**config.mk**
```make
export PLATFORM = sky130hd
export DESIGN_NAME = door_hold_timer
export DESIGN_NICKNAME = d
export VERILOG_FILES = /design/src/rtl/elevator_pkg.sv /design/src/rtl/door_tick_gen.sv /design/src/rtl/door_hold_timer.sv
export SDC_FILE = /design/constraint.sdc
export NUM_CORES = 1
export LEC_CHECK = 0
export ABC_CLOCK_PERIOD_IN_PS = 1900
export BUFFER_PORTS_ARGS = -buffer_cell sky130_fd_sc_hd__buf_4
export CORE_UTILIZATION = 49
export DETAILED_ROUTE_END_ITERATION = 8
export GPL_ROUTABILITY_DRIVEN = 1
export PLACE_DENSITY = 0.74
export SYNTH_ARGS = -nofsm -noshare
export SYNTH_HDL_FRONTEND = slang
export SYNTH_HIERARCHICAL = 1
export SYNTH_SLANG_ARGS = --single-unit
```
**constraint.sdc**
```tcl
create_clock -name clk -period 1.9 [get_ports clk]
set_clock_uncertainty 0.2 [all_clocks]
set_input_delay 0.38 -clock clk [delete_from_list [all_inputs] [get_ports clk]]
set_output_delay 0.38 -clock clk [all_outputs]
set_load 0.05 [all_outputs]
```
**src/rtl/elevator_pkg.sv**
```systemverilog
// Shared elevator control types: door FSM state encoding and default timing constants.
package elevator_pkg;

    typedef enum logic [1:0] {
        ST_IDLE = 2'd0,
        ST_RUN  = 2'd1,
        ST_DONE = 2'd2
    } door_state_e;

    localparam int DOOR_CNT_W        = 4;
    localparam int DOOR_HOLD_DEFAULT = 3;
    localparam int DOOR_PRESCALE     = 1;
    localparam int DOOR_MAX_REOPEN   = 3;

    // A divide-by-1 prescaler still needs a one-bit register.
    function automatic int presc_width(input int presc);
        return (presc > 1) ? $clog2(presc) : 1;
    endfunction

endpackage

```
**src/rtl/door_tick_gen.sv**
```systemverilog
// Tick prescaler: pulses tick_o on the cycle its counter reaches PRESCALE-1 while enabled.
// Clear wins over enable and restarts the tick period from zero.
module door_tick_gen
    import elevator_pkg::*;
#(
    parameter int PRESCALE = DOOR_PRESCALE
) (
    input  logic clk,
    input  logic enable_i,
    input  logic clear_i,
    output logic tick_o
);

    localparam int PW = presc_width(PRESCALE);

    logic [PW-1:0] presc_q;
    logic [PW-1:0] presc_d;

    assign tick_o = enable_i && (presc_q == PW'(PRESCALE - 1));

    always_comb begin
        presc_d = presc_q;
        if (clear_i || tick_o) begin
            presc_d = '0;
        end else if (enable_i) begin
            presc_d = presc_q + PW'(1);
        end
    end

    always_ff @(posedge clk) begin
        presc_q <= presc_d;
    end

endmodule

```
**src/rtl/door_hold_timer.sv**
```systemverilog
// Door hold timer: IDLE/RUN/DONE FSM counting prescaled ticks up to a latched hold length,
// with bounded restarts on hold_req (nudge once exhausted), early close on cancel, one-cycle done pulse.
module door_hold_timer
    import elevator_pkg::*;
#(
    parameter int CNT_W        = DOOR_CNT_W,
    parameter int HOLD_DEFAULT = DOOR_HOLD_DEFAULT,
    parameter int PRESCALE     = DOOR_PRESCALE,
    parameter int MAX_REOPEN   = DOOR_MAX_REOPEN
) (
    input  logic             clk,
    input  logic             reset,
    input  logic             start,
    input  logic [CNT_W-1:0] hold_time,
    input  logic             hold_req,
    input  logic             cancel,
    output logic             door_open,
    output logic             timer_done,
    output logic             nudge,
    output logic [CNT_W-1:0] count
);

    localparam int RW = $clog2(MAX_REOPEN + 1);

    door_state_e      state_q,    state_d;
    logic [CNT_W-1:0] count_q,    count_d;
    logic [CNT_W-1:0] hold_val_q, hold_val_d;
    logic [RW-1:0]    reopen_q,   reopen_d;

    logic tick;
    logic run;
    logic reopen_full;
    logic restart;
    logic launch;

    assign run         = (state_q == ST_RUN);
    assign reopen_full = (reopen_q == RW'(MAX_REOPEN));
    assign restart     = run && hold_req && !reopen_full;
    // start is honoured from IDLE and DONE alike, giving back-to-back door cycles.
    assign launch      = start && !run;

    door_tick_gen #(
        .PRESCALE (PRESCALE)
    ) u_tick_gen (
        .clk      (clk),
        .enable_i (run),
        .clear_i  (!reset || launch || restart),
        .tick_o   (tick)
    );

    always_comb begin
        state_d    = state_q;
        count_d    = count_q;
        hold_val_d = hold_val_q;
        reopen_d   = reopen_q;
        if (launch) begin
            state_d    = ST_RUN;
            count_d    = '0;
            reopen_d   = '0;
            hold_val_d = (hold_time == '0) ? CNT_W'(HOLD_DEFAULT) : hold_time;
        end else begin
            case (state_q)
                ST_IDLE: ;
                ST_RUN: begin
                    // Restart beats cancel, and cancel beats tick, so a cancelled count stays put.
                    if (restart) begin
                        count_d  = '0;
                        reopen_d = reopen_q + RW'(1);
                    end else if (cancel) begin
                        state_d = ST_DONE;
                    end else if (tick) begin
                        count_d = count_q + CNT_W'(1);
                        if (count_d == hold_val_q) begin
                            state_d = ST_DONE;
                        end
                    end
                end
                default: state_d = ST_IDLE;
            endcase
        end
    end

    always_ff @(posedge clk) begin
        if (!reset) begin
            state_q    <= ST_IDLE;
            count_q    <= '0;
            hold_val_q <= CNT_W'(HOLD_DEFAULT);
            reopen_q   <= '0;
        end else begin
            state_q    <= state_d;
            count_q    <= count_d;
            hold_val_q <= hold_val_d;
            reopen_q   <= reopen_d;
        end
    end

    assign door_open  = (state_q != ST_IDLE);
    assign timer_done = (state_q == ST_DONE);
    assign nudge      = door_open && reopen_full;
    assign count      = count_q;

endmodule

```
==> metrics.md <==
| Metric | Value |
|---|---|
| Fin crit share | between 90 and 100% |
| Worst setup EP type | primary output |
| Pwr dens | about 680 nW/um^2 |
| Worst min path class | in -> reg |
| Post-Synthesis Cells | about 70 |
| Hold Fails Final Rpt | 0 |
| Worst-margin pin slew | around 0.25 ns |
| Worst Setup SP | state_q[0] |
| Synth Area in Simple Gates | 29.2% |
| Setup crit start kind | register |
| Distinct cells, synth | 25 |
| CTS resizes | 0 |
| Antenna violations before repair | 0 |
| Gr ovfl total | 0 |
| CTS hold repair buffers | 0 |
| CTS Sinks | 13 |
| HP Start | reset |
| Ys Warns | 6 |
| Hpwl dp | roughly 930 um |
| Layout cells sized above 1 | 29.5% |
| Max IR drop VDD | 0.000477 V |
| Sequential cell area | 262 um^2 |
| CTS clk-pin slew, worst paths | 0.08 ns |
| Vias in the first global route | around 500 |
| Maxcap violations | 0 |
| I/O Buffers | 15 |
| Register area share after synthesis | 40.0% |
| Io pins | 16 |
| Postcts setup bufs | 0 |
| XOR/XNOR share of the synthesized area | 13.5% |
| Count of final setup violators | 0 |
| Core area | 1170 um^2 |
| RSZ-0062 raised after global routing | no |
| CP Class | reg -> out |
| Total CTS buffers | 3 |
| CTS root buffer | clkbuf_4 |
| Multiplexer share of the synthesized area | 3.08% |
| Compound-Gate Fraction of Synth Area | 9.23% |
| FP Rows | 12 |
| Area grow syn2layout | 24.2% |
| Nets | 100 |
| Ant diodes | 0 |
| First-pass GRT wire length | 1.94 mm |
| Shortest period the worst path allows | 1.86 ns |
| Synthesized cell area | 651 um^2 |
| Max-slew violations | 0 |
| Setup_tns | 0 ns |
| Relative slew slack | 83.4% |
| Run status | complete, no violations |
| Post-Syn Nets | 80 |
| Finished Layout Cells | 102 |
| H-tree levels | 1 |
| Placed Instances | 98 |
| CP Data Arrival Time | 1.28 ns |
| Die footprint | 1480 um^2 |
| # DRC | 0 |
| Initial Utilization | a little under three fifths |
| Mean Syn Cell Area | 9.43 um^2 |
| Fmax | 0.538 GHz |
| Routed WL per cell | 11.7 um |
| Req. time, crit path | 1.32 ns |
| Largest family of logic cells by synthesized area | simple AND/OR/NAND/NOR gates |
| Overall Global Routing Usage | 20.0% |
| CTS tree | built |
| Post-DR vias/cell | between 5 and 6 |
| Number of fillers in the final layout | 110 |
| LEAKAGE | 0.351 nW |
| Post-synthesis adder-cell area fraction | around 3.8% |
| DRT Pass-1 Iters | 4 |
| Worst skew pair latency | ~0.28 ns |
| Die height | 38.4 um |
| CTS Buffer Depth | 2 |
| Die width | 38.4 um |
| Drt initial violations | 12 |
| Post-synthesis register bit count | 13 |
| Pin count of the biggest net entering global routing | 9 |
| Final GP Congestion | 0.725 |
| Routed wire length | between 1 and 1.5 mm |
| Crit Path Max Fanout | 4 |
| Vias | 531 |
| Reg2reg start | state_q[1] |
| Multi-input logic area | about 380 um^2 |
| Antenna Nets Post-Route | 0 |
[worst max-delay path, stage by stage, from the launching register on]
cell     delay (ns)
dfxtp_1        0.35
or2_2          0.31
and2_1         0.15
buf_4          0.18
[registers in the layout, indices dropped and copies added (netlist names)]
register / cells
reopen_q: 2
count: 4
state_q: 2
hold_val_q: 4
u_tick_gen/presc_q: 1
[cell type report]
type / instances / share of cell area [%]
Clock buffer: 4 / 3.25
Inverter: 2 / 0.929
Multi-Input combinational cell: 54 / 47.4
Sequential cell: 13 / 32.4
Tap cell: 14 / 2.17
Timing Repair Buffer: 15 / 13.9
[metal layers]
metal / wire length [um] / share of wire [%] / global-route usage (%)
met4: 18 / 1.5 / 10.3
met2: 577 / 48 / 33.1
met1: 536 / 45 / 22.6
met3: 64 / 5.4 / 6.98
met5: 0 / 0 / 0
[synthesized netlist by cell type]
| master | number | share of area (%) |
|---|---|---|
| dfxtp_1 | 13 | 40 |
| nor2_1 | 7 | 4.0 |
| xnor2_1 | 6 | 8.1 |
| nand2_1 | 5 | 2.9 |
| a21oi_1 | 4 | 3.1 |
| nor3_1 | 4 | 3.1 |
| xor2_1 | 4 | 5.4 |
| nand3_1 | 3 | 2.3 |
| o21ai_0 | 3 | 2.3 |
| a21boi_0 | 2 | 2.3 |
| ha_1 | 2 | 3.8 |
| inv_1 | 2 | 1.2 |
| mux2i_1 | 2 | 3.1 |
| a41o_1 | 1 | 1.5 |
| and2_1 | 1 | 0.96 |
| and2b_2 | 1 | 1.3 |
| and3_1 | 1 | 0.96 |
| and3_4 | 1 | 1.7 |
| and4bb_2 | 1 | 1.9 |
| nand2b_1 | 1 | 0.96 |
| nand2b_4 | 1 | 2.1 |
| nand3b_4 | 1 | 3.1 |
| nor2b_1 | 1 | 0.96 |
| nor3b_2 | 1 | 1.9 |
| or2_2 | 1 | 0.96 |
[final timing paths]
kind | cells past startpoint | slack (ns) | end
setup / recovery | 3 | 0.04 | nudge
hold / removal | 2 | 0.13 | hold_val_q[1]
setup reg to reg | 7 | 0.22 | count[3]
hold reg to reg | 2 | 0.28 | hold_val_q[3]
[kinds of logic (layout without fill, tap and decap cells)]
group,Yosys count,count (layout)
buf+inv,2,21
simple gates,30,30
xor+xnor,10,10
flops,13,13
fa+ha+maj,2,2
compound gates,10,10
mux,2,2
[through the flow]
stage	utilization (%)	hold slack, ns	area, um^2	setup slack, ns	power [mW]
4_1_cts	69.0	0.134	808	0.0351	0.553
6_report	69.0	0.130	808	0.0405	0.553
5_1_grt	69.0	0.142	808	0.00109	0.573
2_1_floorplan	-	0.255	652	0.00475	0.349
3_5_place_dp	66.8	0.276	782	0.234	0.381
3_3_place_gp	66.8	0.273	782	0.277	0.379
[placed cells by master, fill, tap and decap left out, types with 2 or more instances in the layout]
| master | n |
|---|---|
| buf_4 | 15 |
| dfxtp_1 | 12 |
| nor2_1 | 7 |
| xnor2_1 | 6 |
| nand2_1 | 5 |
| a21oi_1 | 4 |
| nor3_1 | 4 |
| xor2_1 | 4 |
| nand3_1 | 3 |
| o21ai_0 | 3 |
| clkbuf_4 | 3 |
| inv_1 | 2 |
| a21boi_0 | 2 |
| mux2i_1 | 2 |
| ha_1 | 2 |
[power breakdown]
group          internal (mW)  total, mW  leakage [nW]  switching (mW)
sequential             0.281      0.289         0.106         0.00740
clock                 0.0816      0.179        0.0150          0.0972
combinational         0.0398     0.0859         0.230          0.0461
No activity file was read; power rests on OpenSTA's default activity.
